`src/rtl/matmul_sequencer.sv`:
```
// rtl/matmul_sequencer.sv - operand load and per-element MAC sequencer for the matrix-multiply datapath
module matmul_sequencer #(
  parameter int ROWS    = 3,
  parameter int COLS    = 3,
  parameter int INNER   = 4,
  parameter int MAC_LAT = 1,
  parameter int SEL_W   = 4,
  parameter int LD_W    = 5
) (
  input  logic             clk,
  input  logic             reset,
  input  logic             start,
  output logic             busy,
  output logic             done,
  output logic             ld_en,
  output logic [LD_W-1:0]  ld_sel,
  output logic             mac_clr,
  output logic             mac_en,
  output logic [SEL_W-1:0] a_sel,
  output logic [SEL_W-1:0] b_sel,
  output logic             out_valid,
  input  logic             out_ready,
  output logic [1:0]       out_row,
  output logic [1:0]       out_col
);

  typedef enum logic [2:0] {
    S_IDLE, S_LOAD, S_CLEAR, S_ACCUM, S_DRAIN, S_OUTPUT, S_DONE
  } state_t;

  localparam logic [LD_W-1:0]  LD_LAST  = LD_W'(ROWS*INNER + INNER*COLS - 1);
  localparam logic [SEL_W-1:0] K_LAST   = SEL_W'(INNER - 1);
  localparam logic [7:0]       D_LAST   = 8'(MAC_LAT - 1);
  localparam logic [1:0]       ROW_LAST = 2'(ROWS - 1);
  localparam logic [1:0]       COL_LAST = 2'(COLS - 1);

  state_t           state_q, state_d;
  logic [LD_W-1:0]  ld_cnt_q, ld_cnt_d;
  logic [1:0]       i_q, i_d, j_q, j_d;
  logic [SEL_W-1:0] k_q, k_d;
  logic [7:0]       dcnt_q, dcnt_d;
  logic             busy_q, busy_d, done_q, done_d, ld_en_q, ld_en_d;
  logic             mac_clr_q, mac_clr_d, mac_en_q, mac_en_d, out_valid_q, out_valid_d;
  logic [SEL_W-1:0] a_sel_q, a_sel_d, b_sel_q, b_sel_d;

  // Counters point at the element being produced; the load counter doubles as ld_sel.
  assign ld_sel    = ld_cnt_q;
  assign out_row   = i_q;
  assign out_col   = j_q;
  assign busy      = busy_q;
  assign done      = done_q;
  assign ld_en     = ld_en_q;
  assign mac_clr   = mac_clr_q;
  assign mac_en    = mac_en_q;
  assign a_sel     = a_sel_q;
  assign b_sel     = b_sel_q;
  assign out_valid = out_valid_q;

  // Next state and counters, then outputs decoded from the next state so they leave on flops.
  always_comb begin
    state_d  = state_q;
    ld_cnt_d = ld_cnt_q;
    i_d      = i_q;
    j_d      = j_q;
    k_d      = k_q;
    dcnt_d   = dcnt_q;
    case (state_q)
      S_IDLE: begin
        if (start) begin
          state_d  = S_LOAD;
          ld_cnt_d = '0;
        end
      end
      S_LOAD: begin
        if (ld_cnt_q == LD_LAST) begin
          state_d  = S_CLEAR;
          ld_cnt_d = '0;
          i_d      = '0;
          j_d      = '0;
        end else begin
          ld_cnt_d = ld_cnt_q + 1'b1;
        end
      end
      S_CLEAR: begin
        state_d = S_ACCUM;
        k_d     = '0;
      end
      S_ACCUM: begin
        if (k_q == K_LAST) begin
          state_d = S_DRAIN;
          dcnt_d  = '0;
        end else begin
          k_d = k_q + 1'b1;
        end
      end
      S_DRAIN: begin
        if (dcnt_q == D_LAST) begin
          state_d = S_OUTPUT;
        end else begin
          dcnt_d = dcnt_q + 1'b1;
        end
      end
      S_OUTPUT: begin
        if (out_ready) begin
          if (j_q < COL_LAST) begin
            j_d     = j_q + 1'b1;
            state_d = S_CLEAR;
          end else if (i_q < ROW_LAST) begin
            j_d     = '0;
            i_d     = i_q + 1'b1;
            state_d = S_CLEAR;
          end else begin
            state_d = S_DONE;
          end
        end
      end
      S_DONE: begin
        state_d = S_IDLE;
        i_d     = '0;
        j_d     = '0;
        k_d     = '0;
      end
      default: state_d = S_IDLE;
    endcase

    busy_d      = (state_d != S_IDLE);
    done_d      = (state_d == S_DONE);
    ld_en_d     = (state_d == S_LOAD);
    mac_clr_d   = (state_d == S_CLEAR);
    mac_en_d    = (state_d == S_ACCUM);
    out_valid_d = (state_d == S_OUTPUT);
    a_sel_d     = a_sel_q;
    b_sel_d     = b_sel_q;
    if (state_d == S_ACCUM) begin
      a_sel_d = SEL_W'(i_d) * SEL_W'(INNER) + k_d;
      b_sel_d = k_d * SEL_W'(COLS) + SEL_W'(j_d);
    end
  end

  // State, counters and output registers; reset clears everything at once.
  always_ff @(posedge clk or negedge reset) begin
    if (!reset) begin
      state_q     <= S_IDLE;
      ld_cnt_q    <= '0;
      i_q         <= '0;
      j_q         <= '0;
      k_q         <= '0;
      dcnt_q      <= '0;
      busy_q      <= 1'b0;
      done_q      <= 1'b0;
      ld_en_q     <= 1'b0;
      mac_clr_q   <= 1'b0;
      mac_en_q    <= 1'b0;
      out_valid_q <= 1'b0;
      a_sel_q     <= '0;
      b_sel_q     <= '0;
    end else begin
      state_q     <= state_d;
      ld_cnt_q    <= ld_cnt_d;
      i_q         <= i_d;
      j_q         <= j_d;
      k_q         <= k_d;
      dcnt_q      <= dcnt_d;
      busy_q      <= busy_d;
      done_q      <= done_d;
      ld_en_q     <= ld_en_d;
      mac_clr_q   <= mac_clr_d;
      mac_en_q    <= mac_en_d;
      out_valid_q <= out_valid_d;
      a_sel_q     <= a_sel_d;
      b_sel_q     <= b_sel_d;
    end
  end

endmodule

```
`config.mk`:
```
export PLATFORM = sky130hd
export DESIGN_NAME = matmul_sequencer
export DESIGN_NICKNAME = d
export VERILOG_FILES = /design/src/rtl/matmul_sequencer.sv
export SDC_FILE = /design/constraint.sdc
export NUM_CORES = 1
export LEC_CHECK = 0
export ABC_AREA = 1
export CAP_MARGIN = 20
export CORE_MARGIN = 2
export CORE_UTILIZATION = 40
export CTS_CLUSTER_DIAMETER = 200
export CTS_CLUSTER_SIZE = 24
export DETAILED_ROUTE_END_ITERATION = 7
export RECOVER_POWER = 25
export SYNTH_ARGS = -nofsm -noshare
export SYNTH_HDL_FRONTEND = slang
export SYNTH_SLANG_ARGS = --single-unit
export TNS_END_PERCENT = 30
```
`constraint.sdc`:
```
create_clock -name clk -period 9.1 [get_ports clk]
set_input_delay 2.275 -clock clk [delete_from_list [all_inputs] [get_ports clk]]
set_output_delay 2.275 -clock clk [all_outputs]
set_load 0.01 [all_outputs]
```
==> results.ini <==
[synth]
yosysWarnings = 0
yosys.area.top_type = dfrtp_1
syn_area_um2 = 2020
syn_inst = 231
yosysTopAreaCellShare_pct = 47.2
yosys-top-cells-area = dfrtp_1, nand2_1, ha_1
synth_cell_types = 35
synth_seq_area_share_pct = 47.2
synth_nets = 246
synth_area_per_cell_um2 = 8.73
ys_ff_latch = 38

[cells_and_area]
nNetsFinal = 278
most-common-layout-cells = nand2_1, dfrtp_1, inv_1
fin_cells = 331
layout-drive-gt1-share_pct = 8.71
n_fill_cell = 461
final_common_cell = nand2_1
n_antenna_cell = 0
postLayoutCellArea_um2 = 2470
postLayoutCoreUtil_pct = 51.6
syn2layout_area_growth_pct = 22.4

[critical_path]
cp_cell_sequence = clkdlybuf4s50_1 > o21ai_0 > o211ai_1 > nand2_1 > o21ai_0 > fa_1 > inv_1 > ha_1 > inv_1 > fa_1 > xnor2_1 > nand3b_1 > nand2_1 > nand2_1 > nand2_1 > nand2_1 > nand2_1
critPathKind = in2reg
cp-start-kind = primary input
critPathArrivalTime_ns = 5.25
cpPeakStageDelay_ns = 0.60
cp.required_ns = 9.29
crit_slowest_cell = clkdlybuf4s50_1
cp_max_fo = 7
cp_top_family = adder cells
path_common_cell = nand2_1
timing.critical_path.buf_inv = 3
crit_path_end_kind = flop

[route]
via_count = 1601
ant_nets = 0
vias_per_cell = 4.84
wl_um = 4060
drc_errors = 0
first_iter_violations = 119
wl_per_cell_um = 12.3
drtPass1Iterations = 4

[flow_run]
max_cap_viol_count = 2

[clock_tree]
clk_path_buf_depth = 2
ctsHoldBuffers = 0
postCtsSetupRepairBufs = 0
cts-resized-gates = 0
insertion_delay_ns = 0.29
numCtsBuffers = 5
cts.reportedPaths.clkPinSlew_ns = 0.07
cts_root_buf = clkbuf_8
htreeDepth = 2
tritoncts = built
clock-sinks = 38

[outcome]
failed_checks = max-capacitance violations, max-slew violations
status = complete, but fails checks

[timing]
setup_viol_count_final = 0
min_period_ns = 5.06
hold_violations = 0
finalWorstSetupSlack_ns = 4.04
tns_ns = 0
skew_ns = 0.00671
slew_headroom_pct = -35.7
worstMarginPinSlew_ns = 2.04
holdWs_ns = 0.492
post-route-period-util_pct = 55.6
drv_slew = 53
rsz0062_at_grt = false
fmax_mhz = 198

[global_routing]
grt_overflow = 0
grt_usage_pct = 16.9
antenna_found_initial = 0
grt_pass1_wl_um = 6990
grt_max_degree = 39
first_global_vias = 1567

[power_and_ir_drop]
total_power_mw = 0.812
leakagePower_nw = 1.16
p_per_area_nw_per_um2 = 329
ir_worst_vdd_uv = 153

[die]
initial_utilization_pct = 42.1
ios = 27
dieArea_um2 = 5620
fp-row-count = 25
die_x_um = 75.0
die_h_um = 75.0
core_area_um2 = 4790

[place]
dp_cells = 323
io_buffers = 26
dp_worst_setup_slack_ns = 3.75
dpl_cell_area_um2 = 2350
dp_hpwl_um = 2970
place.gp.congestion = 0.856

[hold_path]
hp-class = reg2reg

[worst register-to-register path, cell delays in order, from the launching register on]
cell	delay (ns)
dfrtp_1	0.43
ha_1	0.22
nand3_1	0.14
o21ai_0	1.18
a31oi_1	0.33
fa_1	0.54
inv_1	0.07
ha_1	0.14
inv_1	0.05
fa_1	0.37
xnor2_1	0.18
nand3b_1	0.17
nand2_1	0.07
nand2_1	0.05
nand2_1	0.05
nand2_1	0.05
nand2_1	0.06
[flip-flops by register name, indices dropped and copies added (netlist names), 2 cells and up]
| name | flops |
|---|---|
| ld_sel | 5 |
| dcnt_q | 8 |
| b_sel | 4 |
| out_row | 2 |
| out_col | 2 |
| state_q | 3 |
| k_q | 4 |
| a_sel | 4 |
[power by group]
part	internal (mW)	switching, mW	total, mW
clock	0.117	0.0606	0.178
sequential	0.223	0.0445	0.268
combinational	0.153	0.214	0.367
total	0.493	0.319	0.812
[area by class of cell]
cell class              instances  area, µm²  area share [%]
flip-flops and latches         38        951            38.5
well taps                      67       83.8            3.40
multi-input cells             155        896            36.3
repair buffers                 26        254            10.3
clock buffers                   6       82.6            3.35
clock inverters                 2       60.1            2.43
inverters                      37        140            5.68
[synth_stat cells]
| master | count |
|---|---|
| a21oi_1 | 1 |
| a21oi_2 | 1 |
| a31oi_1 | 4 |
| a32o_1 | 1 |
| a41oi_1 | 1 |
| buf_2 | 1 |
| clkinv_1 | 1 |
| dfrtp_1 | 38 |
| fa_1 | 2 |
| ha_1 | 9 |
| inv_1 | 30 |
| inv_2 | 5 |
| inv_4 | 1 |
| nand2_1 | 56 |
| nand2_2 | 5 |
| nand3_1 | 15 |
| nand3_2 | 1 |
| nand3b_1 | 2 |
| nand4_1 | 6 |
| nor2_1 | 13 |
| nor2_2 | 1 |
| nor2_4 | 2 |
| nor3_1 | 2 |
| nor3_2 | 1 |
| nor3_4 | 1 |
| o211ai_1 | 1 |
| o21a_2 | 1 |
| o21ai_0 | 9 |
| o21ai_1 | 4 |
| o21ai_2 | 1 |
| o221ai_2 | 1 |
| o22ai_1 | 5 |
| o32ai_1 | 1 |
| xnor2_1 | 1 |
| xor2_1 | 7 |
[final timing paths]
path | from | end | slack [ns] | cells past startpoint
worst max-delay path | out_ready | b_sel[3] | 4.04 | 17
worst min-delay path | b_sel[1] | b_sel[1] | 0.49 | 2
worst max register to register | k_q[0] | b_sel[3] | 4.91 | 16
worst min register to register | b_sel[1] | b_sel[1] | 0.49 | 2
max in group asynchronous | reset | k_q[0] | 5.38 | 1
min in group asynchronous | reset | done | 2.55 | 1
[layer usage]
metal	vias up	track usage, %	wire length, µm
met5	-	0	0
met4	0	7.74	85
met3	7	4.02	120
met2	22	25.8	1830
met1	756	22.9	2020
li1	816	-	-
[kinds of logic after synthesis]
group | synth area share [%]
AND/OR/NAND/NOR | 24.5
buffers and inverters | 7.26
flip-flops | 47.2
AO/OA/AOI/OAI | 10.1
adder cells (fa/ha/maj) | 7.57
XOR/XNOR | 3.48
Power figures use the tool's default switching activity.
